$ cat src/rtl/program_loader.sv
// program_loader
//   Boot-time loader sitting in front of the processor. It accepts a program
//   image as a stream of words (length N, N instruction words, checksum),
//   writes the instruction words into instruction memory starting at
//   base_addr, and keeps the processor in reset until the image checksum
//   verifies.
//
// Ports
//   clk            system clock, rising edge
//   reset          synchronous active-high reset
//   start          one-cycle load request (honoured in IDLE, DONE, ERROR)
//   base_addr      first instruction-memory address, sampled on start
//   s_valid/s_data upstream word stream
//   s_ready        registered; high in LEN, DATA, CSUM
//   mem_we/mem_addr/mem_wdata  instruction-memory write port (1-cycle pulses)
//   cpu_reset      processor reset, low only in DONE
//   busy/done/error  status flags
//   words_written  data words written in the current load
module program_loader #(
    parameter int ADDR_WIDTH = 12,
    parameter int DATA_WIDTH = 16
) (
    input  logic                  clk,
    input  logic                  reset,
    input  logic                  start,
    input  logic [ADDR_WIDTH-1:0] base_addr,
    input  logic                  s_valid,
    input  logic [DATA_WIDTH-1:0] s_data,
    output logic                  s_ready,
    output logic                  mem_we,
    output logic [ADDR_WIDTH-1:0] mem_addr,
    output logic [DATA_WIDTH-1:0] mem_wdata,
    output logic                  cpu_reset,
    output logic                  busy,
    output logic                  done,
    output logic                  error,
    output logic [ADDR_WIDTH:0]   words_written
);

    localparam int LEN_W = ADDR_WIDTH + 1;

    typedef enum logic [2:0] {
        ST_IDLE,
        ST_LEN,
        ST_DATA,
        ST_CSUM,
        ST_DONE,
        ST_ERROR
    } state_t;

    state_t                state;
    state_t                next_state;
    logic [ADDR_WIDTH-1:0] addr;
    logic [LEN_W-1:0]      length;
    logic [DATA_WIDTH-1:0] checksum;
    logic                  beat;
    logic                  start_ok;
    logic                  len_too_big;
    logic                  last_data;

    assign beat        = s_valid & s_ready;
    assign start_ok    = start & (state inside {ST_IDLE, ST_DONE, ST_ERROR});
    // An image may fill the whole memory, so N == 2^ADDR_WIDTH is still legal.
    assign len_too_big = 32'(s_data) > (32'd1 << ADDR_WIDTH);
    assign last_data   = (words_written + LEN_W'(1)) == length;

    always_comb begin
        next_state = state;
        case (state)
            ST_IDLE, ST_DONE, ST_ERROR: begin
                if (start) next_state = ST_LEN;
            end
            ST_LEN: begin
                if (beat) begin
                    if (len_too_big)        next_state = ST_ERROR;
                    else if (s_data == '0)  next_state = ST_CSUM;
                    else                    next_state = ST_DATA;
                end
            end
            ST_DATA: begin
                if (beat && last_data) next_state = ST_CSUM;
            end
            ST_CSUM: begin
                if (beat) next_state = (s_data == checksum) ? ST_DONE : ST_ERROR;
            end
            default: next_state = ST_IDLE;
        endcase
    end

    // Status outputs are registered from next_state so they change on the
    // same edge as the state itself.
    always_ff @(posedge clk) begin
        if (reset) begin
            state         <= ST_IDLE;
            s_ready       <= 1'b0;
            cpu_reset     <= 1'b1;
            busy          <= 1'b0;
            done          <= 1'b0;
            error         <= 1'b0;
            mem_we        <= 1'b0;
            mem_addr      <= '0;
            mem_wdata     <= '0;
            words_written <= '0;
            addr          <= '0;
            length        <= '0;
            checksum      <= '0;
        end else begin
            state     <= next_state;
            s_ready   <= next_state inside {ST_LEN, ST_DATA, ST_CSUM};
            busy      <= next_state inside {ST_LEN, ST_DATA, ST_CSUM};
            cpu_reset <= next_state != ST_DONE;
            done      <= next_state == ST_DONE;
            error     <= next_state == ST_ERROR;
            mem_we    <= 1'b0;

            if (start_ok) begin
                addr          <= base_addr;
                checksum      <= '0;
                words_written <= '0;
                length        <= '0;
            end

            if (state == ST_LEN && beat) begin
                length <= LEN_W'(s_data);
            end

            if (state == ST_DATA && beat) begin
                mem_we        <= 1'b1;
                mem_addr      <= addr;
                mem_wdata     <= s_data;
                addr          <= addr + ADDR_WIDTH'(1);
                checksum      <= checksum + s_data;
                words_written <= words_written + LEN_W'(1);
            end
        end
    end

endmodule

$ cat config.mk
export PLATFORM = sky130hd
export DESIGN_NAME = program_loader
export DESIGN_NICKNAME = d
export VERILOG_FILES = /design/src/rtl/program_loader.sv
export SDC_FILE = /design/constraint.sdc
export NUM_CORES = 1
export LEC_CHECK = 0
export ABC_CLOCK_PERIOD_IN_PS = 5800
export CAP_MARGIN = 20
export CORE_MARGIN = 4
export CORE_UTILIZATION = 58
export DETAILED_ROUTE_END_ITERATION = 12
export GPL_TIMING_DRIVEN = 0
export PLACE_DENSITY = 0.87
export SLEW_MARGIN = 30
export SYNTH_ARGS = -nofsm -noshare
export SYNTH_HDL_FRONTEND = slang
export SYNTH_SLANG_ARGS = --single-unit
$ cat constraint.sdc
create_clock -name clk -period 5.8 [get_ports clk]
set_clock_uncertainty 0.2 [all_clocks]
set_input_delay 1.16 -clock clk [delete_from_list [all_inputs] [get_ports clk]]
set_output_delay 1.16 -clock clk [all_outputs]
set_load 0.01 [all_outputs]
# After elaboration in Yosys (flattened, before gate mapping)
# Cells that the tools add are included.
# W data, S select, Z words.
word_totals:
  ff_bits: 90
  output_inout_bits: 47
  wordCells: 57
classes:
  addsub: 3
  magnitude_cmp: 1
  n_eq_ne: 13
  n_mux: 16
  bitwise: 2
  reduce_logical: 10
ops:
  columns: ["operator", "n"]
  rows:
  - ["$mux W13", 3]
  - ["$mux W16", 2]
  - ["$mux W12", 2]
  - ["$add A16 B16 Y16", 1]
  - ["$eq A16 B16 Y1", 1]
  - ["$gt A16 B13 Y1 const B", 1]
  - ["$logic_not A16 Y1", 1]
  - ["$mux W3", 5]
  - ["$add A13 B1 Y13 const B", 1]
  - ["$eq A13 B13 Y1", 1]
  - ["$add A12 B1 Y12 const B", 1]
  - ["$eq A3 B2 Y1 const B", 4]
  - ["$eq A3 B3 Y1 const B", 4]
  - ["$pmux W3 S4", 1]
  - ["$eq A3 B1 Y1 const B", 2]
  - ["$reduce_bool A3 Y1", 2]
  - ["$reduce_bool A2 Y1", 2]
  - ["$logic_and A1 B1 Y1", 3]
  - ["$logic_not A3 Y1", 1]
  - ["$mux W1", 3]
  - ["$ne A3 B3 Y1 const B", 1]
  - ["$reduce_or A3 Y1", 1]
  - ["$and A1 B1 Y1", 2]

# Logic depth before layout (Yosys ltp)
logic_depth:
  ltp_word: 7
  ltp_mapped: 8
  mapped_depth_nobuf: 8

# Worst setup path before layout
# OpenSTA, ideal clock, no wires.
synth_timing:
  path_kind: "input to register"
  startpoint: "in s_data[0]"
  endpoint: "reg checksum[8]"
  setup_ns: 0.117
  arrival_time_ns: 2.938
  required_time_ns: 5.483
  setup_slack_ns: 2.545
  path_stages: 8
  n_path_buf: 0
  cell_sequence: "ha_1 fa_1 a21oi_1 o21ai_0 o21a_1 o41a_1 xor2_1 a22o_1"
synth_between:
  elab_chain_len: 2
synth_rtl:
  columns: ["item", "line", "text"]
  rows:
  - ["start, declared", "28", "input logic [DATA_WIDTH-1:0] s_data,"]
  - ["$add A16 B16 Y16", "132", "checksum <= checksum + s_data;"]
  - ["$mux W16", "127", "if (state == ST_DATA && beat) begin"]
  - ["end signal, assigned", "132", null]
  - ["end, declared", "55", "logic [DATA_WIDTH-1:0] checksum;"]
# Every way passes these cells.
# A chain may end at the register's enable or synchronous reset.

# Worst setup path after layout
# Same ends and word-level chain as after synthesis.

==> metrics.cfg <==
[run_status]
outcome=complete, no violations

[logic_synthesis]
synth_flop_cell=dfxtp_1
async_flop_share_pct=0
ys_ff_latch=90
synth_cells=595
synthTopCellsByArea=dfxtp_1 (38%), a21oi_1 (7.5%), nand2_1 (7.1%), nor2_1 (4.8%), ha_1 (4.5%)
synth_cell_types=58
synth_top_area_share_pct=38.13
avgSynthCellArea_um2=7.942
synth_fp_nets=645
synth.cell_area_um2=4726
yosys.area.top_type=dfxtp_1
seq_area_frac_synth_pct=38.13
synthTopCellsByCount=dfxtp_1 (90), nand2_1 (90), a21oi_1 (71)
ys.warnings.count=0
synth_edf_count=0

[sta]
rsz0062_at_grt=no
clock.fmax_mhz=268.1
hold_slack_ns=0.2591
min_period_over_period_pct=64.32
finalSetupViolCount=0
fin_crit_ns=3.730
tightestPinTransition_ns=0.8802
maxSlewHeadroom_pct=41.10
finalMaxSlewViolations=0
setup_tns_ns=0
final_hold_viol_count=0

[clocking]
cts_num_sinks=90
clk_pin_slew_ns=0.09
htree_levels=3
clk_latency_ns=0.37
cts_setup_buffers=0
cts_buffers=9
cts_tree=done
cts.path.max_buffers=2
cts_resized=0
cts_root_buffer=clkbuf_8
cts_hold_buffers=0

[power_and_ir_drop]
p_comb_share_pct=11.6
power_mw=1.266
ir_drop_v=0.0001407
p_leak_nw=2.148
power_frac_seq_pct=51.2
p_clk_share_pct=37.2
swShare_pct=28.46
internal_power_mw=0.9053
p_per_area_nw_per_um2=216.9
p_switching_mw=0.3602

[finish]
diodes=0
fin_util_pct=74.74
fin_area_um2=5836
syn_to_final_growth_pct=23.48
layout-drive-gt1-share_pct=4.360
nets=733

[critical_path]
cp-start-kind=input port
cp.required_ns=5.86
crit_chain=clkdlybuf4s50_1 -> ha_1 -> fa_1 -> a21oi_1 -> o21ai_0 -> o21a_1 -> o41a_1 -> xor2_1 -> a22o_1
path_max_fanout=5
endpoint_kind=flop
critPathKind=in2reg
critPathMaxStageDelay_ns=0.53
crit_path_top_delay_cell=clkdlybuf4s50_1
cp_top_family=compound AO/OA/AOI/OAI gates
path_buf_inv=1
cp.arrival_ns=3.80

[global_route]
grt_antenna_before_repair=0
grt_max_degree=19
grt_pass1_wl_um=22660
gr-total-overflow=0
grt_pass1_vias=4638
gr-usage-all-layers_pct=28.73

[placement]
hpwl_um=10320
io_buffer_count=77
place_area_um2=5624
globalplace.congestion=0.8966

[drt]
drc=0
vias_per_cell=6.123
wl_per_cell_um=17.46
ant_nets=0
drt_iter0_markers=409
routed_wl_um=13790
vias=4837
dr.pass1.iters=6

[floorplan]
ios=79
fp.dieW_um=98.27
start_util_pct=60.53
die_y_um=98.27
coreArea_um2=7807
dieArea_um2=9656
rows=32

[job]
cap_violations=0

[worst_hold_path]
min-delay-path-class=reg2reg

-- cell usage in the layout, fill, tap and decap left out, drive strengths merged, types with 7 or more instances in the layout --
| master | n |
|---|---|
| a211oi | 7 |
| a21oi | 71 |
| a221oi | 8 |
| a22o | 16 |
| and3 | 16 |
| clkbuf | 42 |
| clkdlybuf4s50 | 77 |
| dfxtp | 90 |
| ha | 17 |
| inv | 13 |
| nand2 | 90 |
| nand3 | 16 |
| nor2 | 61 |
| nor3 | 19 |
| nor4 | 13 |
| o21ai | 24 |
| xnor2 | 17 |
| xor2 | 13 |
-- power groups by stage --
stage | sequential (mW) | clock (mW) | combinational (mW)
detailed placement | 0.662 | 0 | 0.143
global placement | 0.661 | 0 | 0.140
floorplan | 0.658 | 0 | 0.0856
finish | 0.648 | 0.470 | 0.147
global route | 0.650 | 0.498 | 0.159
CTS | 0.647 | 0.472 | 0.144
-- worst min-delay path, cell delays in order (launching register included) --
cell	delay [ns]
dfxtp_1	0.32
nand2_1	0.05
a21oi_1	0.05
-- final timing paths --
kind	startpoint	to	slack, ns	depth (start not counted)
worst max-delay path	s_data[0]	checksum[8]$_SDFFE_PP0P_	2.07	9
worst min-delay path	mem_wdata[13]$_SDFFE_PP0P_	mem_wdata[13]$_SDFFE_PP0P_	0.26	2
worst max register to register	words_written[0]$_SDFFE_PP0P_	state[0]$_SDFF_PP0_	3.12	8
worst min register to register	mem_wdata[13]$_SDFFE_PP0P_	mem_wdata[13]$_SDFFE_PP0P_	0.26	2
-- kinds of logic after synthesis --
logic type | synth area share (%)
XOR/XNOR | 5.560
AO/OA/AOI/OAI | 20.76
flip-flops | 38.13
buffers and inverters | 3.866
AND/OR/NAND/NOR | 26.32
multiplexers | 0.4501
adder cells (fa/ha/maj) | 4.924
-- per-layer routing --
layer	track usage, %	part of all wire [%]
met5	0	0
met1	37.00	41
met2	47.64	48
met3	5.214	8.8
met4	11.66	3.1
-- layout make-up --
class	count	area [um2]
clock buffers	9	123.9
flip-flops and latches	90	1802
fillers	599	1972
well taps	102	127.6
plain buffers	38	152.6
multi-input cells	459	2741
repair buffers	77	770.7
clock inverters	7	87.58
inverters	8	30.03
-- flip-flops by register name, indices dropped and copies added, names as in the netlist --
register	flops
checksum	16
mem_wdata	16
length	13
words_written	13
addr	12
mem_addr	12
state	3
busy	1
cpu_reset	1
done	1
error	1
mem_we	1
-- per-stage QoR --
step	setup WS (ns)	cells
6_report	2.070	790
5_1_grt	1.957	790
4_1_cts	2.093	790
3_5_place_dp	1.736	774
3_3_place_gp	1.745	774
2_1_floorplan	2.545	595
Power figures use the tool's default switching activity.
